<file path="src/rtl/busca_instrucao.sv">
// Instruction fetch unit for the single-cycle MIPS datapath: owns the PC, fetches over req/ready,
// presents one instruction per EXEC cycle. Optional perf counters behind `PERF_CNT_EN`.
//
// state    | meaning
// ---------+-------------------------------------------------------------
// ST_IDLE  | not fetching; waits for run
// ST_FETCH | imem_req high at imem_addr = pc until imem_ready
// ST_EXEC  | instrucao valid for one cycle; next pc selected at its edge
// ST_ERROR | memory timeout; pc frozen, only reset leaves
module busca_instrucao #(
  parameter logic [31:0] RESET_PC       = 32'h0000_0000,
  parameter int unsigned TIMEOUT_CYCLES = 16
) (
  input  logic        clk,
  input  logic        reset,
  input  logic        run,
  output logic        imem_req,
  output logic [31:0] imem_addr,
  input  logic        imem_ready,
  input  logic [31:0] imem_rdata,
  output logic [31:0] instrucao,
  output logic        instr_valid,
  output logic [31:0] pc,
  input  logic        jump,
  input  logic        branch,
  input  logic        ALUZero,
  input  logic [31:0] fetchInstrucao,
  output logic        fetch_error
`ifdef PERF_CNT_EN
  ,
  output logic [31:0] retired_count,
  output logic [31:0] redirect_count
`endif
);

  typedef enum logic [1:0] {
    ST_IDLE  = 2'd0,
    ST_FETCH = 2'd1,
    ST_EXEC  = 2'd2,
    ST_ERROR = 2'd3
  } state_t;

  localparam logic [31:0] RESET_PC_ALIGNED = {RESET_PC[31:2], 2'b00};
  localparam logic [31:0] TIMEOUT_LIMIT    = TIMEOUT_CYCLES;

  state_t      state_q, state_d;
  logic [31:0] pc_q, pc_d;
  logic [31:0] instr_q, instr_d;
  logic [31:0] wait_q, wait_d;

  logic [31:0] pc_plus4;
  logic [31:0] jump_target;
  logic [31:0] branch_target;
  logic        take_branch;
  logic        redirect;

  // The immediate arrives sign-extended; its top two bits fall off the word shift.
  logic unused_imm_bits;
  assign unused_imm_bits = ^fetchInstrucao[31:30];

  assign pc_plus4      = pc_q + 32'd4;
  assign jump_target   = {pc_plus4[31:28], instr_q[25:0], 2'b00};
  assign branch_target = pc_plus4 + {fetchInstrucao[29:0], 2'b00};
  assign take_branch   = branch & ALUZero;
  assign redirect      = jump | take_branch;

  always_comb begin
    state_d = state_q;
    pc_d    = pc_q;
    instr_d = instr_q;
    wait_d  = wait_q;

    case (state_q)
      ST_IDLE: begin
        if (run) begin
          state_d = ST_FETCH;
        end
      end

      ST_FETCH: begin
        if (imem_ready) begin
          instr_d = imem_rdata;
          wait_d  = 32'd0;
          state_d = ST_EXEC;
        end else begin
          wait_d = wait_q + 32'd1;
          if ((TIMEOUT_LIMIT != 32'd0) && (wait_d == TIMEOUT_LIMIT)) begin
            state_d = ST_ERROR;
          end
        end
      end

      ST_EXEC: begin
        // jump has priority over a taken branch
        if (jump) begin
          pc_d = jump_target;
        end else if (take_branch) begin
          pc_d = branch_target;
        end else begin
          pc_d = pc_plus4;
        end
        state_d = run ? ST_FETCH : ST_IDLE;
      end

      ST_ERROR: begin
        state_d = ST_ERROR;
      end

      default: begin
        state_d = ST_IDLE;
      end
    endcase
  end

  always_ff @(posedge clk) begin
    if (reset) begin
      state_q <= ST_IDLE;
      pc_q    <= RESET_PC_ALIGNED;
      instr_q <= 32'd0;
      wait_q  <= 32'd0;
    end else begin
      state_q <= state_d;
      pc_q    <= pc_d;
      instr_q <= instr_d;
      wait_q  <= wait_d;
    end
  end

  assign imem_req    = (state_q == ST_FETCH);
  assign instr_valid = (state_q == ST_EXEC);
  assign fetch_error = (state_q == ST_ERROR);
  assign imem_addr   = pc_q;
  assign pc          = pc_q;
  assign instrucao   = instr_q;

`ifdef PERF_CNT_EN
  logic [31:0] retired_q, retired_d;
  logic [31:0] redirect_cnt_q, redirect_cnt_d;

  always_comb begin
    retired_d      = retired_q;
    redirect_cnt_d = redirect_cnt_q;
    if (state_q == ST_EXEC) begin
      retired_d = retired_q + 32'd1;
      if (redirect) begin
        redirect_cnt_d = redirect_cnt_q + 32'd1;
      end
    end
  end

  always_ff @(posedge clk) begin
    if (reset) begin
      retired_q      <= 32'd0;
      redirect_cnt_q <= 32'd0;
    end else begin
      retired_q      <= retired_d;
      redirect_cnt_q <= redirect_cnt_d;
    end
  end

  assign retired_count  = retired_q;
  assign redirect_count = redirect_cnt_q;
`else
  logic unused_redirect;
  assign unused_redirect = redirect;
`endif

endmodule

</file>
<file path="config.mk">
export PLATFORM = sky130hd
export DESIGN_NAME = busca_instrucao
export DESIGN_NICKNAME = d
export VERILOG_FILES = /design/src/rtl/busca_instrucao.sv
export SDC_FILE = /design/constraint.sdc
export NUM_CORES = 1
export LEC_CHECK = 0
export CORE_MARGIN = 4
export CORE_UTILIZATION = 55
export DETAILED_ROUTE_END_ITERATION = 10
export PLACE_DENSITY = 0.87
export REMOVE_ABC_BUFFERS = 1
export SETUP_SLACK_MARGIN = 0.02
export SYNTH_ARGS = -nofsm -noshare
export SYNTH_HDL_FRONTEND = slang
export SYNTH_SLANG_ARGS = --single-unit
export TNS_END_PERCENT = 10
</file>
<file path="constraint.sdc">
create_clock -name clk -period 10.3 [get_ports clk]
set_input_delay 1.545 -clock clk [delete_from_list [all_inputs] [get_ports clk]]
set_output_delay 1.545 -clock clk [all_outputs]
set_load 0.02 [all_outputs]
</file>
Word level (Yosys, flattened, before mapping). Cells that the tools add are included.

Bits in registers: 98. Output and inout bits: 99.

Add/subtract/negate cells: 3. Eq/ne operators: 6. Mux-type cells: 8. Bitwise logic cells: 1. Reductions and logical operators: 3.

Operators by type and width (count): 2-to-1 mux 32 bit (3); adder 32 x 1 -> 32 bit (second input constant) (1); adder 32 x 3 -> 32 bit (second input constant) (1); adder 32 bit (1); == test 32 x 5 -> 1 bit (second input constant) (1); case mux 2 bit (4 select lines) (1); 2-to-1 mux 2 bit (3); == test 2 bit (second input constant) (2); AND reduction 2 bit (2); inequality test 3 x 1 -> 1 bit (second input constant) (1); == test 2 x 1 -> 1 bit (second input constant) (1); zero test 2 bit (1); inequality test 2 bit (second input constant) (1); AND 1 bit (1); 2-to-1 mux 1 bit (1).

Longest topological paths before layout. Gate-level depths: netlist (run 1).

Depth after elaboration: 5. Gate-level depth with buffers: 16. Mapped depth without buffers: 15.

Worst setup path before layout (run 1). No wires, ideal clock.

Path kind: input port to flip-flop. Start: input fetchInstrucao[0]. End: register pc_q[30] (netlist: imem_addr[30]). Setup time: 0.072 ns. Data arrival time: 3.827 ns. Required time: 10.228 ns. Slack: 6.401 ns. Cell stages on the path: 10. Buffers on the path: 0. Cells stage by stage: ha_1 fa_1 a21o_1 a221oi_2 o211ai_2 a2111oi_2 a2111oi_0 o31ai_1 mux2i_1 a2bb2oi_1.

Cells in the longest elaborated chain, start to end: 3.

Ends and longest elaborated chain: start, declared (line 27) `input logic [31:0] fetchInstrucao,`; adder 32 bit (line 63) `assign branch_target = pc_plus4 + {fetchInstrucao[29:0], 2'b00};`; 2-to-1 mux 32 bit (line 97) `end else if (take_branch) begin`; 2-to-1 mux 32 bit (line 95) `if (jump) begin`; end signal, assigned (line 123) `pc_q <= pc_d;`; end, declared (line 47) `logic [31:0] pc_q, pc_d;`.

Every way passes these cells. A chain may end at the register's enable or synchronous reset.

Worst setup path in the final report (run 1). Ends and elaborated chain as after synthesis.

==> results of run 1 <==
flip-flops by register name, summed over array words and instances (netlist names):
signal and flops:
instrucao 32, wait_q 32, imem_addr 30, state_q 2
worst max path at each step:
stage / startpoint / end / slack, ns / cells after the start
after detailed placement: fetchInstrucao[0] / imem_addr[30] / 5.54 / 11
after CTS: fetchInstrucao[0] / imem_addr[30] / 5.88 / 11
after global placement: fetchInstrucao[0] / imem_addr[30] / 5.63 / 11
after floorplan: fetchInstrucao[0] / imem_addr[30] / 6.40 / 10
final: fetchInstrucao[0] / imem_addr[30] / 5.90 / 11
after global routing: imem_addr[10] / imem_addr[30] / 5.63 / 15
final cells by class:
class	count	share of cell area
sequential	96	0.216
clock inverter	4	0.00534
multi-input combinational	787	0.535
timing repair buffer	169	0.188
clock buffer	10	0.0257
tap	172	0.0242
inverter	16	0.00674
cell usage in the layout (no fill, tap or decap), types with 5 or more instances in the layout:
master	n
sky130_fd_sc_hd__xor2_1	25
sky130_fd_sc_hd__nand2_1	157
sky130_fd_sc_hd__a21oi_1	106
sky130_fd_sc_hd__nor4_1	8
sky130_fd_sc_hd__o21ai_1	5
sky130_fd_sc_hd__dfxtp_1	96
sky130_fd_sc_hd__nand3_1	40
sky130_fd_sc_hd__nor2_1	90
sky130_fd_sc_hd__clkdlybuf4s50_1	162
sky130_fd_sc_hd__ha_1	38
sky130_fd_sc_hd__a211oi_1	8
sky130_fd_sc_hd__nor3_1	24
sky130_fd_sc_hd__or3_1	7
sky130_fd_sc_hd__clkbuf_16	9
sky130_fd_sc_hd__nand2b_1	6
sky130_fd_sc_hd__a21o_1	16
sky130_fd_sc_hd__xnor2_1	41
sky130_fd_sc_hd__and4_1	11
sky130_fd_sc_hd__o211ai_1	10
sky130_fd_sc_hd__and3_1	14
sky130_fd_sc_hd__a221o_1	6
sky130_fd_sc_hd__a31oi_1	7
sky130_fd_sc_hd__o21ai_0	45
sky130_fd_sc_hd__inv_1	15
sky130_fd_sc_hd__o31ai_1	5
sky130_fd_sc_hd__nor2b_1	8
sky130_fd_sc_hd__o21a_1	7
sky130_fd_sc_hd__a22oi_1	7
sky130_fd_sc_hd__buf_4	6
sky130_fd_sc_hd__nand4_1	20
sky130_fd_sc_hd__and2_1	8
per-layer routing:
| layer | wire length [um] | vias to the layer above | part of all wire | track usage |
|---|---|---|---|---|
| met2 | 10200 | 329 | 0.47 | 0.467 |
| met3 | 1830 | 45 | 0.084 | 0.0488 |
| met4 | 429 | 0 | 0.020 | 0.0749 |
| met1 | 9290 | 3515 | 0.43 | 0.388 |
| met5 | 0 | - | 0 | 0 |
| li1 | - | 3677 | - | - |
cell families after synthesis:
family	after synthesis	synth area share
buffers and inverters	107	0.0777
adders and majority gates	39	0.0685
xor gates and xnor gates	66	0.0799
other	1	0.000518
AOI/OAI and AO/OA	264	0.233
muxes	6	0.00917
DFF	96	0.266
and+or+nand+nor	408	0.265
tightest hold or removal path, delay by kind of cell, from the launching register on:
kind,cells,cell delay (ns)
DFF,1,0.30
AOI/OAI and AO/OA,1,0.05
and+or+nand+nor,1,0.05
per-stage QoR:
step,hold slack (ns),power [uW],utilization,worst slack [ns],std cells
finish,0.452,876,0.697,5.90,1254
global route,0.469,907,0.697,5.63,1254
CTS,0.455,878,0.697,5.88,1254
detailed placement,0.447,556,0.676,5.54,1240
global placement,0.442,554,0.676,5.63,1240
floorplan,0.447,477,-,6.40,899
power by group through the flow:
stage | clock network (uW) | logic, uW | registers [uW]
final | 325 | 163 | 388
after floorplan | 0 | 71.7 | 405
after CTS | 328 | 162 | 388
after global routing | 342 | 177 | 389
after global placement | 0 | 158 | 396
after detailed placement | 0 | 160 | 396
==> impl_metrics.prom, run 1 <==
# TYPE chip_impl_metric gauge
chip_impl_metric{name="cts_stage_hold_buffer_count",unit=""} 0
chip_impl_info{name="run_status",value="finished clean"} 1
chip_impl_info{name="clockRootBuffer",value="sky130_fd_sc_hd__clkbuf_16"} 1
chip_impl_metric{name="multiInputGateArea",unit="um^2"} 4760
chip_impl_metric{name="antenna_found_initial",unit=""} 0
chip_impl_info{name="timing.critical_path.cells",value="clkdlybuf4s50_1, ha_1, fa_1, a21o_1, a221oi_2, o211ai_2, a2111oi_2, a2111oi_0, o31ai_1, mux2i_1, a2bb2oi_1"} 1
chip_impl_metric{name="ys_warnings",unit=""} 0
chip_impl_info{name="end_kind",value="flip-flop"} 1
chip_impl_metric{name="fp.dieW",unit="um"} 123
chip_impl_metric{name="p_leak",unit="uW"} 0.00331
chip_impl_info{name="grt_setup_unrepaired",value="no"} 1
chip_impl_info{name="crit-reg2reg-launch",value="imem_addr[10]"} 1
chip_impl_metric{name="synth-edff-count",unit=""} 0
chip_impl_metric{name="drv_slew",unit=""} 0
chip_impl_info{name="post_synth_main_area_contributors",value="sky130_fd_sc_hd__dfxtp_1 27%, sky130_fd_sc_hd__nand2_1 8.1%, sky130_fd_sc_hd__a21oi_1 7.3%"} 1
chip_impl_metric{name="final-hold-violation-count",unit=""} 0
chip_impl_metric{name="gp_congestion",unit=""} 0.957
chip_impl_metric{name="grt_overflow_total",unit=""} 0
chip_impl_info{name="synthDominantAreaCellType",value="sky130_fd_sc_hd__dfxtp_1"} 1
chip_impl_metric{name="clock_power_share",unit=""} 0.371
chip_impl_info{name="hold_path_end",value="instrucao[29]"} 1
chip_impl_metric{name="wl_per_cell",unit="um"} 17.3
chip_impl_metric{name="fillers",unit=""} 1050
chip_impl_metric{name="critical-path-max-stage-delay",unit="ns"} 0.43
chip_impl_metric{name="die_y",unit="um"} 123
chip_impl_metric{name="synth_sequential_area_ratio",unit=""} 0.266
chip_impl_metric{name="via_count",unit=""} 7566
chip_impl_metric{name="number_of_cts_inserted_buffers",unit=""} 9
chip_impl_metric{name="worst_clock_skew",unit="ns"} 0.00798
chip_impl_metric{name="drt_wl_total",unit="mm"} 21.7
chip_impl_metric{name="dr.pass1.iters",unit=""} 5
chip_impl_info{name="reg2reg_to",value="imem_addr[30]"} 1
chip_impl_metric{name="cts-resized-gates",unit=""} 0
chip_impl_metric{name="flip_flop_and_latch_count_after_synthesis",unit=""} 96
chip_impl_metric{name="fraction_of_final_layout_cells_with_drive_strength_greater_than_1",unit=""} 0.0342
chip_impl_info{name="timing.critical_path.from_type",value="input port"} 1
chip_impl_metric{name="pwr_density_cell",unit="nW/um^2"} 98.3
chip_impl_metric{name="drt_drc_violations_left",unit=""} 0
chip_impl_info{name="yosysMostFrequentCell",value="sky130_fd_sc_hd__nand2_1"} 1
chip_impl_metric{name="dr_iter_0_viols",unit=""} 675
chip_impl_info{name="holdCritStartpoint",value="instrucao[29]"} 1
chip_impl_metric{name="share_seq_of_total_power",unit=""} 0.443
chip_impl_metric{name="synthToLayoutAreaGrowth",unit="%"} 23.2
chip_impl_metric{name="buffers_and_inverters_on_the_worst_path",unit=""} 1
chip_impl_metric{name="worstPathArrival",unit="ns"} 4.68
chip_impl_info{name="cts_tree",value="built"} 1
chip_impl_metric{name="synth-async-reset-ratio",unit=""} 0
chip_impl_info{name="synth_common_cells",value="157 x sky130_fd_sc_hd__nand2_1, 106 x sky130_fd_sc_hd__a21oi_1, 96 x sky130_fd_sc_hd__dfxtp_1, 91 x sky130_fd_sc_hd__nor2_1, 45 x sky130_fd_sc_hd__o21ai_0"} 1
chip_impl_metric{name="post_synth_instance_area",unit="um^2"} 7230
chip_impl_metric{name="tightestPinTransition",unit="ns"} 1.12
chip_impl_metric{name="fp.coreArea",unit="um^2"} 12800
chip_impl_metric{name="vdd_ir_drop_max",unit="mV"} 0.0829
chip_impl_metric{name="io_pins",unit=""} 170
chip_impl_metric{name="clkTransAtPathRegs",unit="ns"} 0.06
chip_impl_metric{name="final.min_clock_period",unit="ns"} 4.40
chip_impl_metric{name="antennaDiodeCount",unit=""} 0
chip_impl_metric{name="grt_first_pass_wirelength",unit="mm"} 34.7
chip_impl_metric{name="std_cell_rows",unit=""} 41
chip_impl_metric{name="layout_worst_path_cycle_share",unit=""} 0.428
chip_impl_metric{name="p_comb_frac",unit=""} 0.186
chip_impl_metric{name="postLayoutCellArea",unit="um^2"} 8910
chip_impl_metric{name="ys_types",unit=""} 76
chip_impl_info{name="dominantRegCellSynth",value="sky130_fd_sc_hd__dfxtp_1"} 1
chip_impl_metric{name="via_per_inst",unit=""} 6.03
chip_impl_info{name="critPathTopFamily",value="compound AO/OA/AOI/OAI gates"} 1
chip_impl_metric{name="setup_violation_total_in_the_final_timing_report",unit=""} 0
chip_impl_metric{name="cts_setup_buffers",unit=""} 0
chip_impl_metric{name="clkSinkCount",unit=""} 96
chip_impl_metric{name="syn_avg_cell_area",unit="um^2"} 7.33
chip_impl_info{name="cpMaxStageDelayCell",value="sky130_fd_sc_hd__fa_1"} 1
chip_impl_metric{name="hold-path-cell-count",unit=""} 2
chip_impl_metric{name="timing.max_cap.violations",unit=""} 0
chip_impl_metric{name="cts-htree-levels",unit=""} 3
chip_impl_metric{name="power_switching_share",unit=""} 0.275
chip_impl_metric{name="clock_insertion_delay_worst_skew",unit="ns"} 0.34
chip_impl_metric{name="synth_top_cell_area_share",unit=""} 0.266
chip_impl_metric{name="hpwl",unit="mm"} 16.2
chip_impl_metric{name="worstPathRequired",unit="ns"} 10.57
chip_impl_metric{name="num-nets-final",unit=""} 1189
chip_impl_info{name="hold_path.class",value="reg -> reg"} 1
chip_impl_metric{name="floorplan.die_area",unit="um^2"} 15100
chip_impl_metric{name="antenna_violating_nets_post_route",unit=""} 0
chip_impl_metric{name="regArea",unit="um^2"} 1920
chip_impl_metric{name="maximum_number_of_pins_on_one_net_before_global_route_repair",unit=""} 64
chip_impl_metric{name="max_slew_headroom_at_the_worst_pin",unit=""} 0.251
chip_impl_metric{name="clock_tree.buffer_depth",unit=""} 2
chip_impl_info{name="crit_type",value="in -> reg"} 1
chip_impl_metric{name="grt_pass1_vias",unit=""} 6850
chip_impl_metric{name="start_util",unit=""} 0.566
chip_impl_metric{name="worstRegToRegCells",unit=""} 15
chip_impl_metric{name="intPower",unit="uW"} 635
chip_impl_metric{name="synthCells",unit=""} 987
chip_impl_metric{name="p_sw",unit="uW"} 241
chip_impl_metric{name="max_freq",unit="MHz"} 227
chip_impl_metric{name="placement.io_buffers",unit=""} 163
chip_impl_metric{name="timing.critical_path.fanout_max",unit=""} 4
chip_impl_metric{name="fin_setup_tns",unit="ns"} 0
chip_impl_metric{name="dpl-instance-area",unit="um^2"} 8630
chip_impl_metric{name="r2r_slack",unit="ns"} 6.02
chip_impl_metric{name="grt_util_all_layers",unit=""} 0.285
(Power assumes the default switching activity.)
==> inputs of run 2 (changes only) <==
Settings changed: CORE_UTILIZATION 55 to 51, PLACE_DENSITY 0.87 to 0.81.
Clock period 10.3 ns to 4.24 ns, I/O delays scaled along.
==> run 2 against run 1 <==
  * Non-clock buffer count is 16 higher
  * Sequential power is 140% higher
  * Cell area is 2.2% higher
  * Die area is 7.3% higher
  * Routed wire length is 2.1% higher
  * Largest cell class unchanged
  * Critical path depth is 3 higher
  * Clock skew is 0.00095 ns higher
  * Highest routed layer unchanged
  * Critical path type is now reg -> reg
  * Sequential share of layout area is 0.45 points lower
  * Worst hold slack better by 0.0047 ns
==> impl_metrics.prom, run 2 (synthesis results as in run 1) <==
# TYPE chip_impl_metric gauge
chip_impl_metric{name="place.detailed.instances",unit=""} 1264
chip_impl_metric{name="maximum_number_of_pins_on_one_net_before_global_route_repair",unit=""} 50
chip_impl_metric{name="placement.io_buffers",unit=""} 163
chip_impl_metric{name="cts-htree-levels",unit=""} 3
chip_impl_metric{name="drt_wl_total",unit="mm"} 22.2
chip_impl_metric{name="tightestPinTransition",unit="ns"} 0.828
chip_impl_metric{name="timing.max_cap.violations",unit=""} 0
chip_impl_metric{name="gp_congestion",unit=""} 0.935
chip_impl_metric{name="std_cell_rows",unit=""} 43
chip_impl_metric{name="via_count",unit=""} 7584
chip_impl_metric{name="final.min_clock_period",unit="ns"} 3.95
chip_impl_metric{name="layout_worst_path_cycle_share",unit=""} 0.932
chip_impl_metric{name="fp.coreArea",unit="um^2"} 13900
chip_impl_info{name="end_kind",value="flip-flop"} 1
chip_impl_metric{name="die_y",unit="um"} 127
chip_impl_metric{name="dr.pass1.iters",unit=""} 5
chip_impl_metric{name="worstPathRequired",unit="ns"} 4.48
chip_impl_metric{name="grt_util_all_layers",unit=""} 0.270
chip_impl_metric{name="number_of_cts_inserted_buffers",unit=""} 9
chip_impl_metric{name="worst_clock_skew",unit="ns"} 0.00893
chip_impl_metric{name="cts_setup_buffers",unit=""} 0
chip_impl_metric{name="drt_drc_violations_left",unit=""} 0
chip_impl_metric{name="grt_first_pass_wirelength",unit="mm"} 36.0
chip_impl_metric{name="fp.dieW",unit="um"} 127
chip_impl_info{name="layout_common_cells",value="162 x sky130_fd_sc_hd__clkdlybuf4s50_1, 157 x sky130_fd_sc_hd__nand2_1, 106 x sky130_fd_sc_hd__a21oi_1"} 1
chip_impl_info{name="clockRootBuffer",value="sky130_fd_sc_hd__clkbuf_16"} 1
chip_impl_info{name="hold_path.class",value="reg -> reg"} 1
chip_impl_metric{name="antenna_violating_nets_post_route",unit=""} 0
chip_impl_metric{name="max_slew_headroom_at_the_worst_pin",unit=""} 0.446
chip_impl_metric{name="synthToLayoutAreaGrowth",unit="%"} 25.8
chip_impl_info{name="run_status",value="finished clean"} 1
chip_impl_metric{name="dr_iter_0_viols",unit=""} 685
chip_impl_metric{name="via_per_inst",unit=""} 5.93
chip_impl_metric{name="antenna_found_initial",unit=""} 0
chip_impl_metric{name="drv_slew",unit=""} 0
chip_impl_info{name="grt_setup_unrepaired",value="no"} 1
chip_impl_metric{name="postLayoutCellArea",unit="um^2"} 9100
chip_impl_metric{name="clock_insertion_delay_worst_skew",unit="ns"} 0.35
chip_impl_metric{name="fraction_of_final_layout_cells_with_drive_strength_greater_than_1",unit=""} 0.0536
chip_impl_metric{name="fin_setup_tns",unit="ns"} 0
chip_impl_metric{name="timing.critical_path.fanout_max",unit=""} 6
chip_impl_metric{name="clock_tree.buffer_depth",unit=""} 2
chip_impl_metric{name="clkSinkCount",unit=""} 96
chip_impl_info{name="crit_type",value="reg -> reg"} 1
chip_impl_metric{name="setup_violation_total_in_the_final_timing_report",unit=""} 0
chip_impl_metric{name="pwr_density_cell",unit="nW/um^2"} 246
chip_impl_metric{name="floorplan.die_area",unit="um^2"} 16200
chip_impl_metric{name="grt_pass1_vias",unit=""} 7026
chip_impl_info{name="timing.critical_path.from_type",value="flip-flop"} 1
chip_impl_metric{name="io_pins",unit=""} 170
chip_impl_info{name="cts_tree",value="built"} 1
chip_impl_metric{name="clkTransAtPathRegs",unit="ns"} 0.07
chip_impl_metric{name="hpwl",unit="mm"} 16.7
chip_impl_metric{name="grt_overflow_total",unit=""} 0
chip_impl_metric{name="cts_stage_hold_buffer_count",unit=""} 0
chip_impl_metric{name="worstPathArrival",unit="ns"} 4.19
chip_impl_metric{name="final-instance-count-excl-fill",unit=""} 1280
chip_impl_metric{name="final_core_util",unit=""} 0.656
chip_impl_metric{name="wl_per_cell",unit="um"} 17.3
chip_impl_metric{name="dpl-instance-area",unit="um^2"} 8760
chip_impl_metric{name="cts-resized-gates",unit=""} 0
chip_impl_metric{name="antennaDiodeCount",unit=""} 0
chip_impl_metric{name="num-nets-final",unit=""} 1205
chip_impl_metric{name="final-hold-violation-count",unit=""} 0
chip_impl_metric{name="p_leak",unit="uW"} 0.00343
chip_impl_info{name="layout_commonest_cell",value="sky130_fd_sc_hd__clkdlybuf4s50_1"} 1
chip_impl_metric{name="max_freq",unit="MHz"} 253
chip_impl_metric{name="vdd_ir_drop_max",unit="mV"} 0.219
chip_impl_metric{name="start_util",unit=""} 0.521
[run 2: per-stage QoR]
step,total power [uW],setup slack [ns],hold slack (ns)
4_1_cts,2250,0.228,0.455
3_5_place_dp,1360,0.245,0.446
2_1_floorplan,1160,0.470,0.447
6_report,2240,0.289,0.456
5_1_grt,2330,0.0299,0.471
3_3_place_gp,1360,0.341,0.444
[run 2: final timing paths]
path                                     from            end  slack [ns]  depth (start not counted)
worst max register to register   imem_addr[8]  imem_addr[31]        0.29                         14
worst min-delay path            instrucao[28]  instrucao[28]        0.46                          2
worst min register to register  instrucao[28]  instrucao[28]        0.46                          2
worst max-delay path             imem_addr[8]  imem_addr[31]        0.29                         14
[run 2: per-layer routing]
layer / part of all wire / global-route usage / vias up
met5: 0 / 0 / -
met2: 0.47 / 0.443 / 322
met3: 0.081 / 0.0447 / 20
li1: - / - / 3713
met1: 0.43 / 0.375 / 3529
met4: 0.013 / 0.0580 / 0
[run 2: where the power goes]
group	internal, uW	total [uW]	switching [uW]	leakage [uW]
logic	179	408	229	0.00249
clock network	536	891	355	0.000163
registers	921	941	20.1	0.000777
total	1640	2240	604	0.00343
[run 2: area by class of cell]
| class | instances | area, um^2 |
|---|---|---|
| clock buffer | 10 | 239 |
| clock inverter | 6 | 91.3 |
| fill | 1222 | 4780 |
| inverter | 16 | 60.1 |
| multi-input combinational | 787 | 4770 |
| sequential | 96 | 1920 |
| tap | 180 | 225 |
| timing repair buffer | 185 | 1790 |
[run 2: critical path, cell delays in order, from the launching register on]
cell                       delay [ns]
sky130_fd_sc_hd__dfxtp_1         0.45
sky130_fd_sc_hd__and3_1          0.28
sky130_fd_sc_hd__nand3_1         0.19
sky130_fd_sc_hd__nor2_1          0.24
sky130_fd_sc_hd__and3_1          0.20
sky130_fd_sc_hd__xor2_1          0.30
sky130_fd_sc_hd__ha_1            0.36
sky130_fd_sc_hd__a21oi_1         0.28
sky130_fd_sc_hd__o211ai_1        0.15
sky130_fd_sc_hd__a221o_1         0.32
sky130_fd_sc_hd__a21oi_2         0.24
sky130_fd_sc_hd__o21ai_1         0.11
sky130_fd_sc_hd__o311ai_1        0.15
sky130_fd_sc_hd__mux2i_1         0.25
sky130_fd_sc_hd__mux2_1          0.32
==> inputs of run 3 (changes only) <==
Settings changed: SLEW_MARGIN set to 20.
==> results of run 3 <==
Same layout as run 2: the final DEF is identical, and so are final timing and power.
